--- src/rtl/aline_fire_scheduler_pkg.sv ---
// Shared widths, FSM encoding and the max-delay helper for the A-line fire scheduler.
package aline_sched_pkg;

  localparam int NUM_CH  = 8;
  localparam int DELAY_W = 16;
  localparam int SHAPE_W = 32;
  localparam int T_W     = DELAY_W + 1;
  localparam int IDX_W   = $clog2(SHAPE_W);

  typedef enum logic [2:0] {
    S_IDLE,
    S_REQ,
    S_LATCH,
    S_FIRE,
    S_GAP
  } state_t;

  function automatic logic [DELAY_W-1:0] max_delay(input logic [NUM_CH*DELAY_W-1:0] d);
    logic [DELAY_W-1:0] m;
    m = '0;
    for (int i = 0; i < NUM_CH; i++) begin
      if (d[i*DELAY_W +: DELAY_W] > m) m = d[i*DELAY_W +: DELAY_W];
    end
    return m;
  endfunction

endpackage

--- src/rtl/channel_pulse_gen.sv ---
// One transmit channel: emits the latched pulse shape MSB-first starting when t reaches d.
module channel_pulse_gen
  import aline_sched_pkg::*;
(
  input  logic               clk,
  input  logic               rst_n,
  input  logic               en,
  input  logic [T_W-1:0]     t,
  input  logic [DELAY_W-1:0] d,
  input  logic [SHAPE_W-1:0] shape_q,
  output logic               tx
);

  logic [T_W-1:0]   d_ext;
  logic [T_W-1:0]   off;
  logic [IDX_W-1:0] sel;
  logic             in_win;

  // Window test is done as (t >= d) and (t - d < SHAPE_W) so d + SHAPE_W never has to be formed.
  assign d_ext  = {1'b0, d};
  assign off    = t - d_ext;
  assign in_win = (t >= d_ext) && (off < T_W'(SHAPE_W));
  assign sel    = IDX_W'(SHAPE_W - 1) - off[IDX_W-1:0];

  always_ff @(posedge clk or negedge rst_n) begin
    if (!rst_n) begin
      tx <= 1'b0;
    end else begin
      tx <= en && in_win && shape_q[sel];
    end
  end

endmodule

--- src/rtl/aline_fire_scheduler.sv ---
// Frame sequencer: steps A-lines, latches per-line delays and shape, fires all channels, holds the PRI.
module aline_fire_scheduler
  import aline_sched_pkg::*;
#(
  parameter int NUM_ALINES = 16,
  parameter int ALINE_W    = 4,
  parameter int PRI_CYCLES = 1000,
  parameter int LOAD_CYC   = 2
) (
  input  logic                      clk,
  input  logic                      rst_n,
  input  logic                      start,
  input  logic                      abort,
  input  logic                      cfg_busy,
  input  logic [NUM_CH*DELAY_W-1:0] ch_delay,
  input  logic [SHAPE_W-1:0]        pulse_shape,
  output logic [ALINE_W-1:0]        which_aline,
  output logic [NUM_CH-1:0]         tx,
  output logic                      busy,
  output logic                      aline_done,
  output logic                      frame_done
);

  localparam int LC_W   = $clog2(LOAD_CYC + 1);
  localparam int PRI_LW = $clog2(PRI_CYCLES) + 1;
  localparam int PRI_W  = (T_W + 1 > PRI_LW) ? T_W + 1 : PRI_LW;

  state_t                    state, state_nxt;
  logic [T_W-1:0]            t, t_nxt;
  logic [PRI_W-1:0]          pri_cnt;
  logic [LC_W-1:0]           load_cnt;
  logic [NUM_CH*DELAY_W-1:0] d_q;
  logic [SHAPE_W-1:0]        shape_q;
  logic [DELAY_W-1:0]        max_d;
  logic                      load_ok, fire_end, pri_end, last_aline, fire_en;

  assign load_ok    = !cfg_busy && (load_cnt == LC_W'(LOAD_CYC - 1));
  assign fire_end   = (t == {1'b0, max_d} + T_W'(SHAPE_W - 1));
  assign pri_end    = (pri_cnt >= PRI_W'(PRI_CYCLES - 1));
  assign last_aline = (which_aline == ALINE_W'(NUM_ALINES - 1));
  assign busy       = (state != S_IDLE);
  assign fire_en    = (state_nxt == S_FIRE);

  always_comb begin
    state_nxt = state;
    t_nxt     = '0;
    case (state)
      S_IDLE:  if (start) state_nxt = S_REQ;
      S_REQ:   if (load_ok) state_nxt = S_LATCH;
      S_LATCH: state_nxt = S_FIRE;
      S_FIRE: begin
        t_nxt = t + T_W'(1);
        if (fire_end) state_nxt = S_GAP;
      end
      S_GAP:   if (pri_end) state_nxt = last_aline ? S_IDLE : S_REQ;
      default: state_nxt = S_IDLE;
    endcase
    if (abort) state_nxt = S_IDLE;
  end

  // Delays and shape are captured on the edge into LATCH, so during LATCH they are
  // already stable for max_d and for the first fire bit computed at the LATCH->FIRE edge.
  always_ff @(posedge clk or negedge rst_n) begin
    if (!rst_n) begin
      state       <= S_IDLE;
      t           <= '0;
      pri_cnt     <= '0;
      load_cnt    <= '0;
      d_q         <= '0;
      shape_q     <= '0;
      max_d       <= '0;
      which_aline <= '0;
      aline_done  <= 1'b0;
      frame_done  <= 1'b0;
    end else begin
      state      <= state_nxt;
      t          <= t_nxt;
      aline_done <= (state == S_FIRE) && (state_nxt == S_GAP);
      frame_done <= (state == S_GAP) && (state_nxt == S_IDLE) && !abort;

      if ((state == S_REQ) && (state_nxt == S_REQ)) begin
        load_cnt <= cfg_busy ? '0 : load_cnt + LC_W'(1);
      end else begin
        load_cnt <= '0;
      end

      if ((state == S_REQ) && (state_nxt == S_LATCH)) begin
        pri_cnt <= '0;
        d_q     <= ch_delay;
        shape_q <= pulse_shape;
      end else if (pri_cnt != '1) begin
        pri_cnt <= pri_cnt + PRI_W'(1);
      end

      if (state == S_LATCH) max_d <= max_delay(d_q);

      if (state_nxt == S_IDLE) begin
        which_aline <= '0;
      end else if ((state == S_GAP) && (state_nxt == S_REQ)) begin
        which_aline <= which_aline + ALINE_W'(1);
      end
    end
  end

  for (genvar i = 0; i < NUM_CH; i++) begin : g_ch
    channel_pulse_gen u_ch (
      .clk     (clk),
      .rst_n   (rst_n),
      .en      (fire_en),
      .t       (t_nxt),
      .d       (d_q[i*DELAY_W +: DELAY_W]),
      .shape_q (shape_q),
      .tx      (tx[i])
    );
  end

endmodule

--- config.mk ---
export PLATFORM = sky130hd
export DESIGN_NAME = aline_fire_scheduler
export DESIGN_NICKNAME = d
export VERILOG_FILES = /design/src/rtl/aline_fire_scheduler_pkg.sv /design/src/rtl/channel_pulse_gen.sv /design/src/rtl/aline_fire_scheduler.sv
export SDC_FILE = /design/constraint.sdc
export NUM_CORES = 1
export LEC_CHECK = 0
export CAP_MARGIN = 10
export CORE_ASPECT_RATIO = 1.4
export CORE_MARGIN = 4
export CORE_UTILIZATION = 30
export CTS_BUF_LIST = sky130_fd_sc_hd__clkbuf_4
export CTS_CLUSTER_SIZE = 40
export DETAILED_ROUTE_END_ITERATION = 10
export HOLD_SLACK_MARGIN = 0.1
export PLACE_DENSITY = 0.48
export SKIP_CTS_REPAIR_TIMING = 1
export SLEW_MARGIN = 5
export SYNTH_ARGS = -nofsm -noshare
export SYNTH_HDL_FRONTEND = slang
export SYNTH_SLANG_ARGS = --single-unit
--- constraint.sdc ---
create_clock -name clk -period 25.2 [get_ports clk]
set_input_delay 5.04 -clock clk [delete_from_list [all_inputs] [get_ports clk]]
set_output_delay 5.04 -clock clk [all_outputs]
set_load 0.01 [all_outputs]
==> impl_metrics.csv <==
group,metric,value,unit
place,place.port_buffers,179,
critical_path,crit_family,"compound AO/OA/AOI/OAI gates",
critical_path,cp-startpoint,"d_q[15]",
clock_network,clkLatencyLatePin,0.86,ns
timing,worst_slack,7.30,ns
clock_network,clk_pin_slew_worst_paths,0.06,ns
floorplanning,die_x,233,um
critical_path,worstPathMaxFanout,30,
global_route,track_usage,20.9,%
global_route,grt_pass1_wl,121000,um
timing,period_needed,17.90,ns
critical_path,cp_common_cell,"a21oi_1",
logic_synthesis,synth-seq-cells,230,
timing,fin_skew,0.0489,ns
logic_synthesis,ys_async_sr_fraction,100,%
cells_and_area,syn_to_final_growth,17.3,%
logic_synthesis,synth_cells,2481,
route,wl,78900,um
clock_network,cts_buffer_depth,3,
global_route,grt_start_max_net_pins,211,
floorplanning,rows,115,
floorplanning,ios,180,
timing,clock.fmax,55.9,MHz
critical_path,r2r-start,"d_q[15]",
critical_path,crit_arrival,18.60,ns
logic_synthesis,yosysTopAreaCell,"dfrtp_1",
place,placed_cell_area,24000,sq um
hold_path,hp-class,"flip-flop to flip-flop",
cells_and_area,fillers,7464,
logic_synthesis,synth_flop_cell,"dfrtp_1",
cells_and_area,stdcell_area,24900,sq um
logic_synthesis,synth-edff-count,0,
clock_network,cts-root-buf,"clkbuf_4",
critical_path,path_buf_inv,10,
cells_and_area,layout_common_cells,"inv_1 (291), nand2_1 (257), o21ai_0 (244)",
critical_path,cp_slowest_cell,"nand2_1",
status,status,"finished, final reports clean",
cells_and_area,final_common_cell,"inv_1",
logic_synthesis,synth_area,21200,sq um
route,remaining_drc_errors,0,
route,wl_per_cell,21.6,um
logic_synthesis,syn_avg_cell_area,8.55,sq um
route,drtIter0Drc,1284,
timing,rsz0062_at_grt,"false",
timing,slew_headroom,23.3,%
floorplanning,coreArea,70200,sq um
global_route,overflow,0,
clock_network,cts_buffers,70,
timing,fin_setup_tns,0,ns
place,pre_cts_ws,7.59,ns
floorplanning,initial_utilization,30.2,%
route,vias_per_cell,5.29,
logic_synthesis,synth_cell_types,70,
logic_synthesis,synth_top_area_share,27.1,%
clock_network,cts.htree.levels,3,
logic_synthesis,yosysWarnings,0,
timing,fin_crit_sh,71.0,%
timing,tightest_slew,1.15,ns
place,hpwl,61400,um
global_route,antenna_found_initial,2,
route,postRouteAntennaNets,0,
hold_path,hp-start,"load_cnt[0]",
logic_synthesis,ys_seq_area_share,27.1,%
route,num_vias,19300,
flow_run,drv_cap,0,
clock_network,cts_tree,"built",
critical_path,required,25.90,ns
critical_path,critical_path_class,"flip-flop to flip-flop",
timing,drv_slew,0,
logic_synthesis,syn-num-nets,2890,
global_route,first_global_vias,20300,
timing,hold_viol_final,0,
clock_network,cts.sinks,230,
timing,setup_viol,0,
cells_and_area,layout-drive-gt1-share,10.8,%
floorplanning,dieArea,75100,sq um
critical_path,start_kind,"flip-flop",
cells_and_area,nNetsFinal,3077,
place,gp_congestion,0.931,
route,dr.pass1.iters,5,
logic_synthesis,synthTopCellsByArea,"dfrtp_1 (27%), ha_1 (14%), mux4_2 (8.5%)",
critical_path,cp_slowest_stage_delay,0.56,ns
floorplanning,die_y,323,um
critical_path,cp-end-kind,"flip-flop",
==> registers in the layout (all words and copies together), names as in the netlist <==
signal	cells
aline_done	1
d_q	128
frame_done	1
g_ch.u_ch.tx	8
load_cnt	2
max_d	16
pri_cnt	18
shape_q	32
state	3
t	17
which_aline	4
==> cell families (layout without fill, tap and decap cells) <==
logic type / after synthesis / count (layout) / synth area share [%]
AND/OR/NAND/NOR: 759 / 759 / 16.7
AO/OA/AOI/OAI: 579 / 579 / 16.3
buffers and inverters: 378 / 611 / 6.95
adder cells (fa/ha/maj): 249 / 249 / 14.9
flip-flops: 230 / 230 / 27.1
multiplexers: 191 / 191 / 14.0
XOR/XNOR: 95 / 95 / 3.92
other: 0 / 4 / 0
==> final cells by class <==
cell class | instances | area (sq um) | area share (%)
multi-input cells | 1873 | 14000 | 56.3
flip-flops and latches | 230 | 5760 | 23.1
repair buffers | 201 | 1970 | 7.94
well taps | 936 | 1170 | 4.71
inverters | 292 | 1100 | 4.41
clock buffers | 96 | 721 | 2.90
clock inverters | 22 | 146 | 0.588
diodes | 4 | 10.0 | 0.0402
==> worst paths after layout <==
kind | endpoint | slack [ns] | cells after the start
worst max-delay path | max_d[3] | 7.30 | 80
worst min-delay path | load_cnt[0] | 0.43 | 1
worst max register to register | max_d[3] | 7.30 | 80
worst min register to register | load_cnt[0] | 0.43 | 1
max in group asynchronous | t[10] | 18.54 | 3
min in group asynchronous | pri_cnt[0] | 4.27 | 1
==> synthesized netlist by cell type (all sizes together) (61+ instances only) <==
master,number
a21oi,146
nand2,257
mux4,80
mux2i,61
dfrtp,230
xnor2,70
nor2,193
inv,291
clkbuf,71
nor3,86
o21ai,244
ha,236
==> per-layer routing <==
metal | wire, um | GRT usage [%] | vias to the layer above | share of wire, %
li1 | - | - | 9204 | -
met1 | 32800 | 25.5 | 9347 | 42
met2 | 38400 | 36.2 | 581 | 49
met3 | 4040 | 3.54 | 200 | 5.1
met4 | 3640 | 9.42 | 0 | 4.6
met5 | 0 | 0 | - | 0
==> through the flow <==
stage | std cells | hold slack, ns | util [%]
after detailed placement | 3532 | 0.426 | 34.2
after floorplan | 2481 | 0.409 | -
after CTS | 3650 | 0.434 | 35.4
after global placement | 3532 | 0.419 | 34.2
after global routing | 3653 | 0.447 | 35.4
final | 3654 | 0.428 | 35.4
==> worst register-to-register path: cells and delay by family, from the launching register on <==
family / cells / cell delay (ns)
flops: 1 / 0.38
fa+ha+maj: 7 / 2.08
mux: 4 / 1.60
simple gates: 15 / 3.37
compound gates: 44 / 8.63
buf+inv: 10 / 1.68
Power is not shown: default switching activity piles up to over one toggle a cycle in this logic, so the estimate is an artifact.
